$ cat src/rtl/aurora_tx_arbiter.sv
// aurora_tx_arbiter: packet-level round-robin arbiter with stall watchdog for the Aurora TX stream.
// Define AURORA_TX_ARB_STATS_EN to add per-requester packet counters on pktCount.
module aurora_tx_arbiter #(
  parameter int          NREQ           = 4,
  parameter int          ID_WIDTH       = 2,
  parameter logic [15:0] TIMEOUT_CYCLES = 16'd1024,
  parameter logic [31:0] ABORT_WORD     = 32'hDEADBEEF
) (
  input  logic                 auUserClk,
  input  logic                 resetN,
  input  logic [32*NREQ-1:0]   sTdata,
  input  logic [NREQ-1:0]      sTvalid,
  input  logic [NREQ-1:0]      sTlast,
  output logic [NREQ-1:0]      sTready,
  output logic [31:0]          mTdata,
  output logic                 mTvalid,
  output logic                 mTlast,
  input  logic                 mTready,
  output logic [ID_WIDTH-1:0]  grantId,
  output logic                 busy,
  output logic                 timeoutErr,
  input  logic                 timeoutClr,
  output logic [1:0]           dbgState
`ifdef AURORA_TX_ARB_STATS_EN
  ,
  output logic [16*NREQ-1:0]   pktCount
`endif
);

  localparam logic [1:0] ST_IDLE  = 2'd0;
  localparam logic [1:0] ST_XFER  = 2'd1;
  localparam logic [1:0] ST_ABORT = 2'd2;

  logic [1:0]          state;
  logic [ID_WIDTH-1:0] rr_ptr;
  logic [15:0]         wd_cnt;

  logic [31:0]         g_data;
  logic                g_valid;
  logic                g_last;
  logic                any_req;
  logic [ID_WIDTH-1:0] winner;
  logic [ID_WIDTH-1:0] next_ptr;
  logic                abort_done;
  logic                wd_expire;

  always_comb begin
    g_data  = sTdata[32*grantId +: 32];
    g_valid = sTvalid[grantId];
    g_last  = sTlast[grantId];
  end

  // First pending requester at or after rr_ptr, wrapping modulo NREQ.
  always_comb begin
    any_req = 1'b0;
    winner  = '0;
    for (int k = 0; k < NREQ; k++) begin
      if (!any_req && sTvalid[(int'(rr_ptr) + k) % NREQ]) begin
        any_req = 1'b1;
        winner  = ID_WIDTH'((int'(rr_ptr) + k) % NREQ);
      end
    end
    next_ptr = ID_WIDTH'((int'(winner) + 1) % NREQ);
  end

  // Handshake: a beat moves on mTvalid & mTready. In XFER only the granted source
  // sees sTready, mirroring mTready, so valid/ready/data pass through with no register.
  always_comb begin
    sTready = '0;
    mTvalid = 1'b0;
    mTlast  = 1'b0;
    mTdata  = '0;
    if (resetN) begin
      case (state)
        ST_XFER: begin
          mTdata           = g_data;
          mTvalid          = g_valid;
          mTlast           = g_last;
          sTready[grantId] = mTready;
        end
        ST_ABORT: begin
          mTdata  = ABORT_WORD;
          mTvalid = 1'b1;
          mTlast  = 1'b1;
        end
        default: ;
      endcase
    end
  end

  assign abort_done = (state == ST_ABORT) && mTready;
  assign wd_expire  = (TIMEOUT_CYCLES != 16'd0) && (wd_cnt == TIMEOUT_CYCLES - 16'd1);
  assign busy       = (state == ST_XFER) || (state == ST_ABORT);
  assign dbgState   = state;

  always_ff @(posedge auUserClk) begin
    if (!resetN) begin
      state      <= ST_IDLE;
      grantId    <= '0;
      rr_ptr     <= '0;
      wd_cnt     <= '0;
      timeoutErr <= 1'b0;
    end else begin
      case (state)
        ST_IDLE: begin
          if (any_req) begin
            grantId <= winner;
            rr_ptr  <= next_ptr;
            wd_cnt  <= '0;
            state   <= ST_XFER;
          end
        end
        ST_XFER: begin
          // Only a silent owner ages the watchdog; link backpressure never does.
          if (g_valid) begin
            wd_cnt <= '0;
            if (mTready && g_last) state <= ST_IDLE;
          end else begin
            if (wd_cnt != 16'hFFFF) wd_cnt <= wd_cnt + 16'd1;
            if (wd_expire) state <= ST_ABORT;
          end
        end
        ST_ABORT: begin
          if (mTready) state <= ST_IDLE;
        end
        default: state <= ST_IDLE;
      endcase
      if (abort_done)      timeoutErr <= 1'b1;
      else if (timeoutClr) timeoutErr <= 1'b0;
    end
  end

`ifdef AURORA_TX_ARB_STATS_EN
  always_ff @(posedge auUserClk) begin
    if (!resetN) begin
      pktCount <= '0;
    end else if ((state == ST_XFER) && g_valid && g_last && mTready) begin
      pktCount[16*grantId +: 16] <= pktCount[16*grantId +: 16] + 16'd1;
    end
  end
`endif

endmodule

$ cat config.mk
export PLATFORM = sky130hd
export DESIGN_NAME = aurora_tx_arbiter
export DESIGN_NICKNAME = d
export VERILOG_FILES = /design/src/rtl/aurora_tx_arbiter.sv
export SDC_FILE = /design/constraint.sdc
export NUM_CORES = 1
export LEC_CHECK = 0
export ABC_CLOCK_PERIOD_IN_PS = 2250
export CAP_MARGIN = 40
export CORE_UTILIZATION = 30
export CTS_BUF_LIST = sky130_fd_sc_hd__clkbuf_16
export DETAILED_ROUTE_END_ITERATION = 7
export DONT_BUFFER_PORTS = 1
export SYNTH_ARGS = -nofsm -noshare
export SYNTH_HDL_FRONTEND = slang
export SYNTH_SLANG_ARGS = --single-unit
$ cat constraint.sdc
create_clock -name auUserClk -period 2.25 [get_ports auUserClk]
set_input_delay 0.3375 -clock auUserClk [delete_from_list [all_inputs] [get_ports auUserClk]]
set_output_delay 0.3375 -clock auUserClk [all_outputs]
set_load 0.02 [all_outputs]
==> impl_results.md, run 1 <==
* Status: finished, final reports clean
* Synth Instances at 285
* Hold_sp: resetN
* Total power at 2.929 mW
* Largest net degree at the start of global routing at 34
* RR Endpoint: dbgState[1]$_SDFFE_PN0P_
* Hold worst-path end: dbgState[0]$_SDFFE_PN0P_
* Area delta synth->final at 26.06%
* Mapped Nets at 429
* Fin crit period at 2.146 ns
* Std-Cell Rows at 33
* GRT Resource Usage Total at 17.49%
* Worst slew margin at 69.32%
* Worst hold stages at 1
* Share of layout cells above drive strength 1 at 33.64%
* YS warnings at 0
* Synth cell types at 53
* Die height at 94.35 um
* Die area at 8902 um2
* Skew-Pair Late Insertion Delay at 0.26 ns
* Critical Path Start Type: register
* Achievable Freq at 466.0 MHz
* Antenna violations before repair at 1
* Num CTS Buffers at 3
* Max Fanout on Critical Path at 13
* Post-layout util at 39.26%
* Crit path DAT at 1.81 ns
* Post-DR vias/cell at 5.735
* Register area share after synthesis at 18.00%
* Fin. max-slew vios at 0
* Htree depth at 1
* R2r setup slk at 0.18 ns
* # fillers at 818
* Period utilization at 95.38%
* Vias at 2,472
* Final hold vios at 0
* Cell count of the worst reg-to-reg path at 6
* Post-CTS Repair Setup Buffers at 0
* IO Port Bufs at 0
* Synthesized area per cell at 8.978 um2
* R2R Path Start: wd_cnt[0]$_SDFFE_PN0P_
* CTS tree: yes
* WHS at 0.2117 ns
* Final setup fails at 0
* Final wirelength at 8633 um
* Max VDD drop at 0.3329 mV
* I/O pins at 184
* Clock tree buffer depth at 2
* Drt initial violations at 116
* Synth Cell Area at 2559 um2
* GP Congestion at 0.8254
* DR WL/cell at 20.03 um
* TritonRoute pass-1 iters at 4
* Antenna-violating nets left at 0
* Worst Skew at 0.003961 ns
* RSZ-0062 raised after global routing: no
* DP Wirelength at 7191 um
* Drc violations at 0
* Critical Path End Type: primary output
* CORE AREA at 8217 um2
* CTS root buf: clkbuf_16
* Leakage power at 1.193 nW
* Nets at 469
* Max cap viols at 0
* Most used DFF post-synth: dfxtp_1
* First-pass GRT wire length at 11,830 um
* Clk sinks at 23
* Starting density of the core at 31.14%
* Number of flops mapped to enable cells by yosys at 0
* Async SR Flop Fraction at 0%
* P per Cell Area at 908.1 nW/um2
* Crit Path Class: register to primary output
* Die X at 94.35 um
* FF+latch count, synth at 23
* Tightest Pin Transition at 0.4561 ns
* Clk pin slew, worst setup/hold paths at 0.06 ns
* Required time of the critical path at 1.91 ns
* Grt total ovfl at 0
* HP Class: input port to register
* Vias in the first global route at 2,135
[per-stage QoR]
| stage | cells | area (um2) | setup TNS (ns) | worst slack (ns) |
|---|---|---|---|---|
| final | 431 | 3226 | 0 | 0.1040 |
| after global routing | 430 | 3223 | 0 | 0.007213 |
| after CTS | 427 | 3133 | 0 | 0.001972 |
| after detailed placement | 423 | 3053 | 0 | 0.1652 |
| after global placement | 423 | 3053 | 0 | 0.2286 |
| after floorplan | 285 | 2564 | -0.01585 | -0.007925 |
[cells in the final DEF, fill, tap and decap left out, drive strengths merged, types with 2 or more instances in the layout]
| cell type | count |
|---|---|
| buf | 50 |
| o21ai | 35 |
| mux4 | 34 |
| inv | 32 |
| dfxtp | 23 |
| a21oi | 19 |
| nor2 | 15 |
| nand2 | 15 |
| nand3 | 11 |
| nor2b | 10 |
| or3 | 7 |
| nand2b | 6 |
| or4 | 5 |
| clkbuf | 5 |
| o31ai | 5 |
| a211oi | 4 |
| nand4 | 4 |
| nor3 | 4 |
| nor4 | 4 |
| ha | 4 |
| and2 | 3 |
| o211ai | 3 |
| xnor2 | 3 |
| diode | 2 |
| and4 | 2 |
| a2111oi | 2 |
| mux2 | 2 |
| or2 | 2 |
[repair_timing]
action                                  in CTS  in global routing
hold buffers                                 0                  0
resized for setup                            0                  9
endpoints found under the setup margin       0                 27
[cell usage after synthesis (2+ instances only)]
| library cell | instances | share of area, % |
|---|---|---|
| mux4_2 | 34 | 30 |
| inv_1 | 32 | 4.7 |
| o21ai_0 | 31 | 6.1 |
| dfxtp_1 | 23 | 18 |
| a21oi_1 | 19 | 3.7 |
| nand2_1 | 15 | 2.2 |
| nor2_1 | 15 | 2.2 |
| nand3_1 | 11 | 2.2 |
| clkbuf_1 | 10 | 1.5 |
| nor2b_1 | 9 | 2.2 |
| or3_1 | 7 | 1.7 |
| buf_2 | 5 | 0.98 |
| nand2b_1 | 5 | 1.2 |
| or4_1 | 5 | 1.5 |
| a211oi_1 | 4 | 1.2 |
| ha_1 | 4 | 2.0 |
| o31ai_1 | 4 | 1.2 |
| and2_1 | 3 | 0.73 |
| nand4_1 | 3 | 0.73 |
| nor3_1 | 3 | 0.59 |
| nor4_1 | 3 | 0.73 |
| o211ai_1 | 3 | 0.88 |
| o21ai_1 | 3 | 0.59 |
| xnor2_1 | 3 | 1.0 |
| a2111oi_2 | 2 | 1.2 |
| and4_1 | 2 | 0.68 |
[routing by layer]
| metal | vias up | global-route usage [%] | part of all wire [%] |
|---|---|---|---|
| met5 | - | 0 | 0 |
| met4 | 0 | 5.256 | 2.1 |
| met3 | 12 | 3.462 | 7.5 |
| met2 | 113 | 31.40 | 52 |
| met1 | 1184 | 20.87 | 39 |
| li1 | 1163 | - | - |
[logic make-up after synthesis]
| logic type | after synthesis | share of synthesized area (%) |
|---|---|---|
| DFF | 23 | 18.00 |
| adders and majority gates | 4 | 1.956 |
| muxes | 37 | 31.20 |
| buffers and inverters | 49 | 7.726 |
| xor gates and xnor gates | 4 | 1.369 |
| and+or+nand+nor | 91 | 20.39 |
| AOI/OAI and AO/OA | 77 | 19.36 |
[state kept, by name (all words and copies together), names as in the netlist]
signal      cells
wd_cnt         16
dbgState        2
grantId         2
rr_ptr          2
timeoutErr      1
[cell type report]
class                      count  area (um2)  area share, %
sequential                    23       465.4          14.43
timing repair buffer          52       499.2          15.48
tap                          105       131.4          4.073
antenna                        2       5.005         0.1552
multi-input combinational    213        1924          59.66
inverter                      32       120.1          3.724
clock inverter                 1       5.005         0.1552
clock buffer                   3       75.07          2.327
[worst max-delay path, stage by stage (launching register included)]
cell and delay, ns:
dfxtp_1 0.36, inv_1 0.09, ha_2 0.33, buf_4 0.18, nand3_4 0.11, buf_12 0.17
o21ai_0 0.11, buf_4 0.19
[power breakdown]
group / internal [mW] / total [mW] / leakage [nW] / switching [mW]
sequential: 0.469 / 0.554 / 0.188 / 0.0856
combinational: 1.02 / 1.99 / 0.964 / 0.975
clock: 0.239 / 0.385 / 0.0409 / 0.146
total: 1.72 / 2.93 / 1.19 / 1.21
[worst max-delay path by stage]
stage / startpoint / endpoint / slack [ns] / cells after the start
6_report: dbgState[0]$_SDFFE_PN0P_ / mTdata[0] / 0.10 / 7
5_1_grt: dbgState[0]$_SDFFE_PN0P_ / mTdata[0] / 0.007 / 6
4_1_cts: grantId[0]$_SDFFE_PN0P_ / mTvalid / 0.002 / 5
3_5_place_dp: wd_cnt[0]$_SDFFE_PN0P_ / wd_cnt[8]$_SDFFE_PN0P_ / 0.17 / 6
3_3_place_gp: grantId[0]$_SDFFE_PN0P_ / wd_cnt[0]$_SDFFE_PN0P_ / 0.23 / 5
2_1_floorplan: dbgState[0]$_SDFFE_PN0P_ / mTdata[3] / -0.008 / 5
Note: power is estimated with default switching activity, not from simulation.
==> run 2, diff against run 1 <==
--- a/config.mk
+++ b/config.mk
@@ -5,7 +5,7 @@
 export SDC_FILE = /design/constraint.sdc
 export NUM_CORES = 1
 export LEC_CHECK = 0
-export ABC_CLOCK_PERIOD_IN_PS = 2250
+export ABC_CLOCK_PERIOD_IN_PS = 1800
 export CAP_MARGIN = 40
 export CORE_UTILIZATION = 30
 export CTS_BUF_LIST = sky130_fd_sc_hd__clkbuf_16
==> constraint.sdc (replaced) <==
create_clock -name auUserClk -period 1.8 [get_ports auUserClk]
set_input_delay 0.27 -clock auUserClk [delete_from_list [all_inputs] [get_ports auUserClk]]
set_output_delay 0.27 -clock auUserClk [all_outputs]
set_load 0.02 [all_outputs]
==> run 2 against run 1 <==
Effect of this change:
- flip-flop and latch count did not move
- the flow now finishes with violations (setup timing)
- clock power grew 26%
- final area up 26%
- non-clock buffer count up 31
- wire length grew 14%
- clock-buffer cell count stayed put
==> impl_results.md, run 2 (synthesis gave the netlist of run 1 again) <==
* CTS tree: yes
* Crit Path Class: register to register
* R2R Path Start: grantId[0]$_SDFFE_PN0P_
* WHS at 0.1408 ns (-0.07091 ns)
* Clk sinks at 23 (unchanged)
* Logic pwr share at 75.6% (+7.7 points)
* DP Wirelength at 7395 um (+2.8%)
* GRT Resource Usage Total at 19.37% (+1.9 points)
* Antenna-violating nets left at 0 (unchanged)
* Critical Path Start Type: register
* Switching share of power at 41.13% (-0.048 points)
* Nets at 500 (+6.6%)
* Failing checks: setup timing
* RSZ-0062 raised after global routing: yes
* Critical Path End Type: register
* Period utilization at 110.0%
* Starting density of the core at 31.14% (unchanged)
* Clk pin slew, worst setup/hold paths at 0.06 ns (about the same)
* Worst Skew at 0.002886 ns (-0.001075 ns)
* Fin. max-slew vios at 0 (unchanged)
* Final hold vios at 0 (unchanged)
* TritonRoute pass-1 iters at 4 (unchanged)
* R2r setup slk at -0.18 ns (-0.36 ns)
* Worst hold stages at 1 (unchanged)
* Std-Cell Rows at 33 (unchanged)
* # fillers at 733 (-10%)
* Final wirelength at 9802 um (+14%)
* CORE AREA at 8217 um2 (unchanged)
* Share of layout cells above drive strength 1 at 65.63% (+32 points)
* Final setup fails at 50 (+50)
* Num CTS Buffers at 3 (unchanged)
* First-pass GRT wire length at 13,090 um (+11%)
* GP Congestion at 0.7915 (-4.1%)
* DR WL/cell at 21.26 um (+6.2%)
* Setup WS pre-CTS at -0.1122 ns (-0.2775 ns)
* PnR worst setup slack at -0.1805 ns (-0.2845 ns)
* Most flop-heavy register: wd_cnt
* Vias at 2,700 (+9.2%)
* Max Fanout on Critical Path at 3 (-10)
* Clock tree buffer depth at 2 (unchanged)
* Antenna violations before repair at 1 (unchanged)
* Vias in the first global route at 2,491 (+17%)
* Grt total ovfl at 0 (unchanged)
* Worst slew margin at 59.24% (-10 points)
* NetSw at 1.985 mW (+65%)
* Drt initial violations at 98 (-16%)
* Htree depth at 1 (unchanged)
* Tightest Pin Transition at 0.6063 ns (+0.1503 ns)
* P per Cell Area at 1191 nW/um2 (+31%)
* Crit path DAT at 2.18 ns (+0.37 ns)
* Sequential share of power at 14.3% (-4.6 points)
* Hold_buf cts at 0 (unchanged)
* I/O pins at 184 (unchanged)
* Clk pwr share at 10.1% (-3.0 points)
* RR Endpoint: wd_cnt[5]$_SDFFE_PN0P_
* Achievable Freq at 504.9 MHz
* Skew-Pair Late Insertion Delay at 0.26 ns (about the same)
* Area delta synth->final at 58.44%
* Drc violations at 0 (unchanged)
* Largest net degree at the start of global routing at 26 (-24%)
* Cell count of the worst reg-to-reg path at 7 (+1)
* Die area at 8902 um2 (unchanged)
* Leakage power at 1.508 nW (+26%)
* Commonest cells after routing, fill and taps aside: 37 x buf_4, 34 x mux4_2, 33 x buf_6
* Required time of the critical path at 2.00 ns (+0.09 ns)
* Largest register FFs at 16 (unchanged)
* Commonest non-fill, non-tap cell in the layout: buf_4
* Hold_sp: resetN
* Post-DR vias/cell at 5.857 (+2.1%)
* CTS root buf: clkbuf_16
* Cell-internal power at 2.841 mW (+65%)
* Status: finished, violations left
* Hold worst-path end: dbgState[0]$_SDFFE_PN0P_
* Die height at 94.35 um (unchanged)
* Fin crit period at 1.980 ns
* Die X at 94.35 um (unchanged)
* Post-Route Setup TNS at -5.736 ns (-5.736 ns)
* Max cap viols at 0 (unchanged)
* HP Class: input port to register
* Max VDD drop at 0.5791 mV (+74%)
* IO Port Bufs at 0 (unchanged)
-- run 2: changes by cell type in the layout (fill, tap and decap cells not counted), moves of 10 or more --
cell and change:
inv_2 +25, o21ai_1 -19, o21ai_0 -10, buf_6 +32
o21ai_2 +25, inv_1 -26
-- run 2: metal layers --
metal,share of wire (%),vias to the layer above,track usage (%),wire [um]
li1,-,1230,-,-
met1,35,1337,22.19,3479
met2,55,118,36.35,5409
met3,7.4,15,3.945,724
met4,1.9,0,4.744,189
met5,0,-,0,0
-- run 2: critical path, cell delays in order (launching register included) --
cell,delay [ns]
dfxtp_4,0.36
buf_6,0.09
mux4_2,0.54
buf_6,0.15
nor2b_4,0.13
o21ai_4,0.06
or4_1,0.51
nand2_1,0.07
-- run 2: cell type report --
cell class / count / area, um2 / area share (%)
timing repair buffer: 83 / 939.7 / 23.18
multi-input combinational: 213 / 2302 / 56.79
clock inverter: 1 / 3.754 / 0.09259
tap: 105 / 131.4 / 3.241
clock buffer: 3 / 75.07 / 1.852
inverter: 32 / 125.1 / 3.086
sequential: 23 / 474.2 / 11.70
antenna: 1 / 2.502 / 0.06173
-- run 2: metrics by stage --
step | std cells | power [mW] | cell area, um2 | utilization, %
after detailed placement | 440 | 3.463 | 3381 | 41.15
after floorplan | 285 | 2.720 | 2794 | -
final | 461 | 4.826 | 4054 | 49.34
after global placement | 440 | 3.416 | 3381 | 41.15
after global routing | 461 | 5.111 | 4054 | 49.34
after CTS | 456 | 4.569 | 3782 | 46.03
-- run 2: worst max path at each step --
stage | from | to | slack (ns) | cells past startpoint
finish | grantId[0]$_SDFFE_PN0P_ | wd_cnt[5]$_SDFFE_PN0P_ | -0.18 | 7
global route | grantId[0]$_SDFFE_PN0P_ | wd_cnt[5]$_SDFFE_PN0P_ | -0.23 | 7
CTS | grantId[0]$_SDFFE_PN0P_ | mTdata[13] | -0.22 | 7
detailed placement | grantId[0]$_SDFFE_PN0P_ | dbgState[0]$_SDFFE_PN0P_ | -0.11 | 6
global placement | grantId[0]$_SDFFE_PN0P_ | wd_cnt[0]$_SDFFE_PN0P_ | -0.02 | 6
floorplan | dbgState[1]$_SDFFE_PN0P_ | wd_cnt[9]$_SDFFE_PN0P_ | -0.06 | 8
-- run 2: timing repair --
item	in CTS	in global routing
gates resized for setup	50	67
setup endpoints to repair	43	52
setup buffers	8	6
pin swaps	11	24
gates cloned	4	3
-- run 2: power by group through the flow --
stage	Combinational (mW)	Clock [mW]	Sequential [mW]
2_1_floorplan	1.99	0	0.729
3_3_place_gp	2.72	0	0.691
6_report	3.65	0.485	0.691
3_5_place_dp	2.77	0	0.696
5_1_grt	3.90	0.510	0.703
4_1_cts	3.38	0.502	0.688
